--- config.mk ---
export PLATFORM = sky130hd
export DESIGN_NAME = trap_seq
export DESIGN_NICKNAME = d
export VERILOG_FILES = /design/src/rtl/trap_seq.sv
export VERILOG_INCLUDE_DIRS = /design/src /design/src/rtl
export SDC_FILE = /design/constraint.sdc
export NUM_CORES = 1
export LEC_CHECK = 0
export CORE_MARGIN = 2
export CORE_UTILIZATION = 49
export DETAILED_ROUTE_END_ITERATION = 16
export PLACE_DENSITY = 0.8
export SYNTH_ARGS = -nofsm -noshare
export SYNTH_HDL_FRONTEND = slang
export SYNTH_SLANG_ARGS = --single-unit
--- constraint.sdc ---
create_clock -name clk -period 7 [get_ports clk]
set_clock_uncertainty 0.05 [all_clocks]
set_input_delay 1.75 -clock clk [delete_from_list [all_inputs] [get_ports clk]]
set_output_delay 1.75 -clock clk [all_outputs]
set_load 0.01 [all_outputs]
--- src/rtl/defines.v ---
// Shared CSR addresses, reset polarity and mstatus field positions used by the trap sequencer.
`ifndef TRAP_SEQ_DEFINES_V
`define TRAP_SEQ_DEFINES_V

`define RST      1'b0

`define CSR_MSTATUS  12'h300
`define CSR_MTVEC    12'h305
`define CSR_MEPC     12'h341
`define CSR_MCAUSE   12'h342
`define CSR_MDISABLE 12'h000

`define MIE      3
`define MPIE     7
`define MPP_HI   12
`define MPP_LO   11

`endif

--- src/rtl/trap_seq.sv ---
// Trap entry / MRET sequencer: steals the csregfile port for a few cycles to save
// or restore mepc/mcause/mstatus and redirects the PC when done.
`include "defines.v"

module trap_seq (
   input  logic        clk,
   input  logic        rst,
   input  logic        trap_req,
   input  logic [31:0] trap_pc,
   input  logic [31:0] trap_cause,
   input  logic        mret_req,
   input  logic [11:0] core_csr_waddr,
   input  logic [31:0] core_csr_wdata,
   input  logic [11:0] core_csr_raddr,
   input  logic [31:0] csr_rdata,
   output logic [11:0] csr_waddr_o,
   output logic [31:0] csr_wdata_o,
   output logic [11:0] csr_raddr_o,
   output logic        ack_o,
   output logic        stall_o,
   output logic        redirect_o,
   output logic [31:0] redirect_pc_o
);

   localparam logic [2:0] IDLE     = 3'd0;
   localparam logic [2:0] T_EPC    = 3'd1;
   localparam logic [2:0] T_CAUSE  = 3'd2;
   localparam logic [2:0] T_STATUS = 3'd3;
   localparam logic [2:0] T_VEC    = 3'd4;
   localparam logic [2:0] M_STATUS = 3'd5;
   localparam logic [2:0] M_EPC    = 3'd6;

   logic [2:0]  state;
   logic [2:0]  state_nx;
   logic [31:0] pc_q;
   logic [31:0] cause_q;
   logic [31:0] shadow_q;
   logic [31:0] redirect_pc_q;

   logic        in_reset;
   logic        take_trap;
   logic        take_mret;
   logic [31:0] status_trap;
   logic [31:0] status_mret;
   logic [31:0] vec_pc;
   logic [31:0] redirect_target;

   assign in_reset  = (rst == `RST);
   // Requests are only looked at in IDLE; a trap always beats a simultaneous MRET.
   assign take_trap = !in_reset && (state == IDLE) && trap_req;
   assign take_mret = !in_reset && (state == IDLE) && !trap_req && mret_req;

   always_comb begin
      status_trap                  = shadow_q;
      status_trap[`MPIE]           = shadow_q[`MIE];
      status_trap[`MIE]            = 1'b0;
      status_trap[`MPP_HI:`MPP_LO] = 2'b11;

      status_mret                  = csr_rdata;
      status_mret[`MIE]            = csr_rdata[`MPIE];
      status_mret[`MPIE]           = 1'b1;
      status_mret[`MPP_HI:`MPP_LO] = 2'b11;
   end

   // Vectored mode only offsets interrupts; the shift drops cause[31:30] as intended.
   always_comb begin
      vec_pc = csr_rdata & ~32'h3;
      if ((csr_rdata[1:0] == 2'b01) && cause_q[31])
         vec_pc = vec_pc + (cause_q << 2);
   end

   always_comb begin
      state_nx = state;
      case (state)
         IDLE: begin
            if (take_trap)
               state_nx = T_EPC;
            else if (take_mret)
               state_nx = M_STATUS;
         end
         T_EPC:    state_nx = T_CAUSE;
         T_CAUSE:  state_nx = T_STATUS;
         T_STATUS: state_nx = T_VEC;
         T_VEC:    state_nx = IDLE;
         M_STATUS: state_nx = M_EPC;
         M_EPC:    state_nx = IDLE;
         default:  state_nx = IDLE;
      endcase
   end

   always_comb begin
      csr_waddr_o     = `CSR_MDISABLE;
      csr_wdata_o     = core_csr_wdata;
      csr_raddr_o     = `CSR_MDISABLE;
      redirect_o      = 1'b0;
      redirect_target = redirect_pc_q;
      case (state)
         IDLE: begin
            csr_raddr_o = core_csr_raddr;
            if (!(trap_req || mret_req))
               csr_waddr_o = core_csr_waddr;
         end
         T_EPC: begin
            csr_waddr_o = `CSR_MEPC;
            csr_wdata_o = pc_q & ~32'h3;
            csr_raddr_o = `CSR_MSTATUS;
         end
         T_CAUSE: begin
            csr_waddr_o = `CSR_MCAUSE;
            csr_wdata_o = cause_q;
         end
         T_STATUS: begin
            csr_waddr_o = `CSR_MSTATUS;
            csr_wdata_o = status_trap;
         end
         T_VEC: begin
            csr_raddr_o     = `CSR_MTVEC;
            redirect_o      = 1'b1;
            redirect_target = vec_pc;
         end
         M_STATUS: begin
            csr_raddr_o = `CSR_MSTATUS;
            csr_waddr_o = `CSR_MSTATUS;
            csr_wdata_o = status_mret;
         end
         M_EPC: begin
            csr_raddr_o     = `CSR_MEPC;
            redirect_o      = 1'b1;
            redirect_target = csr_rdata & ~32'h3;
         end
         default: ;
      endcase
      if (in_reset) begin
         csr_waddr_o = `CSR_MDISABLE;
         redirect_o  = 1'b0;
      end
   end

   assign ack_o         = take_trap || take_mret;
   assign stall_o       = !in_reset && (state != IDLE);
   assign redirect_pc_o = redirect_o ? redirect_target : redirect_pc_q;

   always_ff @(posedge clk) begin
      if (in_reset) begin
         state         <= IDLE;
         pc_q          <= 32'd0;
         cause_q       <= 32'd0;
         shadow_q      <= 32'd0;
         redirect_pc_q <= 32'd0;
      end else begin
         state <= state_nx;
         if (take_trap) begin
            pc_q    <= trap_pc;
            cause_q <= trap_cause;
         end
         if (state == T_EPC)
            shadow_q <= csr_rdata;
         if (redirect_o)
            redirect_pc_q <= redirect_target;
      end
   end

endmodule

After elaboration in Yosys (flattened, before gate mapping)

Index checks and enable logic that the tools add are counted.

Register bits after elaboration: 131
Input port bits: 156
Output and inout bits: 91

Add/sub/neg operators: 1
Eq/ne operators: 8
Mux-type cells: 13
Reductions and logical operators: 14

Operators by type and width:

| operator           | number |
|---|---|
| $pmux 32 s4        | 1 |
| $pmux 12 s4        | 2 |
| $mux 32            | 2 |
| $pmux 32 s2        | 1 |
| $add 32x32->32     | 1 |
| $mux 12            | 2 |
| $pmux 3 s5         | 1 |
| $eq 3x3->1 const B | 3 |
| $eq 3x2->1 const B | 2 |
| $logic_and 1x1->1  | 6 |
| $mux 3             | 2 |
| $reduce_or 2->1    | 3 |
| $eq 3x1->1 const B | 1 |
| $logic_not 3->1    | 1 |
| $ne 3x3->1 const B | 1 |
| $reduce_bool 3->1  | 1 |
| $eq 2x1->1 const B | 1 |
| $logic_or 1x1->1   | 2 |
| $mux 1             | 2 |
| $logic_not 1->1    | 1 |

Longest topological paths before layout

Word-level depth: 7
Gate-level depth with buffers: 10
Mapped depth without buffers: 10

Worst setup path after synthesis

No wires, ideal clock.

Path kind: input -> output
From: in csr_rdata[2]
To: out redirect_pc_o[14]
Arrival time: 3.849 ns
Required time: 5.200 ns
Slack: 1.351 ns
Cell stages on the path: 10
Path buffers: 0
Cell sequence: ha_1 > fa_1 > a211oi_1 > o21ai_1 > and3_1 > nor3_1 > o21ai_0 > xnor2_1 > a22oi_1 > a21oi_1

Word-level cells in the longest chain between the ends: 4

RTL lines:

| element        | line           | RTL |
|---|---|---|
| from (decl)    | trap_seq.sv:15 | `input logic [31:0] csr_rdata,` |
| $add 32x32->32 | trap_seq.sv:69 | `vec_pc = vec_pc + (cause_q << 2);` |
| $mux 32        | trap_seq.sv:68 | `if ((csr_rdata[1:0] == 2'b01) && cause_q[31])` |
| $pmux 32 s2    | trap_seq.sv:97 | `case (state)` |
| $mux 32        | -              |  |
| to (decl)      | trap_seq.sv:22 | `output logic [31:0] redirect_pc_o` |

Every way passes these cells.

Worst setup path after layout

From: in csr_rdata[5]
To: out redirect_pc_o[31]

The elaborated chain is that of the path after synthesis.

==> results.sh <==
export IMPL_status="completed"
export IMPL_syn_inst=1134
export IMPL_endpoint_kind="output port"
export IMPL_r2r_cells=9
export IMPL_holdPathStages=2
export IMPL_syn_avg_cell_area_sq_um=7.09
export IMPL_synthArstFlopShare_pct=0
export IMPL_dpl_hpwl_um=23200
export IMPL_start_kind="primary input"
export IMPL_routed_wirelength_um=31800
export IMPL_layout_common_cells="nand2_1 (268), clkdlybuf4s50_1 (243), dfxtp_1 (124), a21oi_1 (106), nand3_1 (84)"
export IMPL_r2r_start="state[2]"
export IMPL_hold_path_endpoint="pc_q[22]"
export IMPL_slew_viol_final=0
export IMPL_cp_arrival_ns=5.12
export IMPL_grt_pass1_wl_um=49000
export IMPL_rsz0062_at_grt="false"
export IMPL_worstHoldStart="pc_q[22]"
export IMPL_max_freq_mhz=144
export IMPL_fin_crit_ns=6.92
export IMPL_r2r_slack_ns=4.09
export IMPL_crit_buf_inv=2
export IMPL_initial_utilization_pct=50.4
export IMPL_slowest_stage="clkdlybuf4s50_1"
export IMPL_cpMostUsedCell="clkdlybuf4s50_1"
export IMPL_clockBufferDepth=2
export IMPL_peakVddDrop_mv=0.156
export IMPL_ant_nets=0
export IMPL_placementRows=46
export IMPL_layout_drive_gt1_share_pct=6.87
export IMPL_setup_tns_ns=0
export IMPL_drtPass1Iterations=8
export IMPL_dieHeight_um=132
export IMPL_synth_area_sq_mm=0.00804
export IMPL_antenna_found_initial=2
export IMPL_root_buffer="clkbuf_16"
export IMPL_p_per_area_mw_per_mm2=229
export IMPL_path_class="primary input to output port"
export IMPL_cts_made_buffers=17
export IMPL_grt_pass1_vias=8857
export IMPL_vias=9641
export IMPL_synth_net_count=1320
export IMPL_drv_cap=0
export IMPL_tritoncts="done"
export IMPL_fin_crit_sh_pct=98.9
export IMPL_crit_fanout=4
export IMPL_gp_congestion=0.950
export IMPL_worst_slew_pin_slew_ns=1.13
export IMPL_final_common_cell="nand2_1"
export IMPL_overflow=0
export IMPL_critPathMaxStageDelay_ns=0.63
export IMPL_slew_headroom_pct=24.9
export IMPL_nFillCells=1359
export IMPL_area_delta_synth_final_pct=42.2
export IMPL_setup_violations=0
export IMPL_dpl_worst_slack_ns=0.0843
export IMPL_yosysSeqAreaShare_pct=31.4
export IMPL_ys_flop_type="dfxtp_1"
export IMPL_io_pins=247
export IMPL_die_area_sq_mm=0.0174
export IMPL_grt_max_degree=68
export IMPL_hold_class="flip-flop to flip-flop"
export IMPL_fin_nets=1541
export IMPL_worst_slack_ns=0.0752
export IMPL_grt_usage_pct=35.7
export IMPL_cp_top_family="compound AO/OA/AOI/OAI gates"
export IMPL_synth_distinct_cells=59
export IMPL_hold_viol_final=0
export IMPL_cts_sinks=126
export IMPL_power_w=0.00262
export IMPL_die_x_um=132
export IMPL_clock_latency_ns=0.43
export IMPL_drt_iter0_drc=1255
export IMPL_crit_chain="clkdlybuf4s50_1 -> ha_1 -> and2_4 -> a221o_1 -> o211ai_1 -> a31oi_1 -> a21oi_1 -> o211a_1 -> nor3_1 -> o31ai_1 -> clkdlybuf4s50_1"
export IMPL_r2r_end="redirect_pc_q[22]"
export IMPL_ys_warn_count=0
export IMPL_wl_per_cell_um=20.0
export IMPL_via_per_inst=6.08
export IMPL_clk_pin_slew_ns=0.06
export IMPL_core_area_sq_mm=0.0159
export IMPL_route_detailed_drc=0
export IMPL_hold_buffers=0
export IMPL_ys_seq_elements=126
export IMPL_cp_required_ns=5.20
export IMPL_synth_edf_count=0
export IMPL_portBuffers=244
export IMPL_p_leak_nw=4.69
export IMPL_htreeDepth=4
[per-layer routing]
metal	up-vias	track usage, %	routed length, um
li1	4491	-	-
met1	4477	48.7	13200
met2	608	55.5	14100
met3	65	9.19	3640
met4	0	10.8	835
met5	-	0	0
[registers in the layout, summed over array words and instances, names as in the netlist]
signal and flops:
shadow_q 29, state 3, redirect_pc_q 32, pc_q 30, cause_q 32
[cell usage after synthesis (2+ instances only)]
master / instances / area (sq um)
a21o_1: 16 / 120
nand4_1: 6 / 37.5
nor2b_1: 2 / 12.5
o21ai_0: 44 / 220
nand3_1: 85 / 425
o21ai_1: 2 / 10.0
nor3b_1: 3 / 22.5
o211a_1: 3 / 30.0
o22ai_1: 4 / 25.0
o31ai_1: 3 / 22.5
a32oi_1: 2 / 17.5
o2111ai_1: 2 / 17.5
nand3b_1: 4 / 30.0
a221oi_1: 12 / 105
a31oi_1: 10 / 62.6
nor3_1: 12 / 60.1
o221ai_1: 16 / 140
a221o_1: 3 / 30.0
o211ai_1: 2 / 15.0
and3_1: 17 / 106
o22a_1: 11 / 96.3
ha_1: 29 / 363
o21bai_1: 4 / 30.0
a21oi_1: 108 / 541
inv_1: 9 / 33.8
buf_1: 12 / 45.0
nor2_1: 83 / 312
nand2_1: 268 / 1010
o21a_1: 5 / 37.5
nor4_1: 4 / 25.0
dfxtp_1: 126 / 2520
xnor2_1: 7 / 61.3
clkbuf_1: 70 / 263
or3_1: 7 / 43.8
mux2i_1: 31 / 310
xor2_1: 7 / 61.3
a311oi_1: 4 / 35.0
a21boi_0: 3 / 22.5
and2_1: 30 / 188
a22oi_1: 36 / 270
buf_2: 3 / 15.0
a211oi_1: 9 / 67.6
nand2b_1: 4 / 25.0
[power by group]
group / total (W) / internal, W / switching [W]
sequential: 0.000825 / 0.000776 / 0.0000488
combinational: 0.000830 / 0.000382 / 0.000448
clock: 0.000966 / 0.000616 / 0.000350
total: 0.00262 / 0.00177 / 0.000847
[worst min-delay path: stages, from the launching register on]
cell,delay [ns]
dfxtp_1,0.31
nand3_1,0.06
nand2_1,0.05
[worst max-delay path by stage]
stage / start / slack [ns] / cells after the start / end
6_report: csr_rdata[5] / 0.08 / 11 / redirect_pc_o[31]
5_1_grt: csr_rdata[5] / 0.01 / 11 / redirect_pc_o[31]
4_1_cts: csr_rdata[2] / 0.08 / 12 / redirect_pc_o[26]
3_5_place_dp: csr_rdata[2] / 0.08 / 12 / redirect_pc_o[26]
3_3_place_gp: csr_rdata[2] / 0.12 / 12 / redirect_pc_o[26]
2_1_floorplan: csr_rdata[2] / 1.35 / 10 / redirect_pc_o[14]
[stage by stage]
stage / instance area [sq um] / cells / utilization [%] / hold slack [ns]
floorplan: 8040 / 1134 / - / 0.380
global placement: 10800 / 1552 / 67.5 / 0.392
detailed placement: 10800 / 1552 / 67.5 / 0.397
CTS: 11400 / 1584 / 71.5 / 0.406
global route: 11400 / 1585 / 71.7 / 0.423
finish: 11400 / 1586 / 71.7 / 0.403
[area by class of cell]
cell class	count	area (sq um)	share of cell area, %
inverters	10	37.5	0.329
well taps	216	270	2.37
repair buffers	287	2760	24.2
multi-input cells	913	5190	45.4
clock inverters	13	186	1.63
flip-flops and latches	126	2520	22.1
diodes	2	5.00	0.0438
clock buffers	19	453	3.96
[timing repair]
| item | in CTS | in global routing |
|---|---|---|
| endpoints found under the setup margin | 0 | 3 |
| buffers inserted | 0 | 0 |
| resized for setup | 0 | 5 |
[kinds of logic (layout without fill, tap and decap cells)]
kind of cell	after synthesis	after routing	share of synthesized area, %
AND/OR/NAND/NOR	531	531	29.1
AO/OA/AOI/OAI	307	307	24.8
flip-flops	126	126	31.4
buffers and inverters	95	329	4.48
multiplexers	31	31	3.86
adder cells (fa/ha/maj)	30	30	4.76
XOR/XNOR	14	14	1.53
other	0	2	0
No activity file was read; power rests on OpenSTA's default activity.
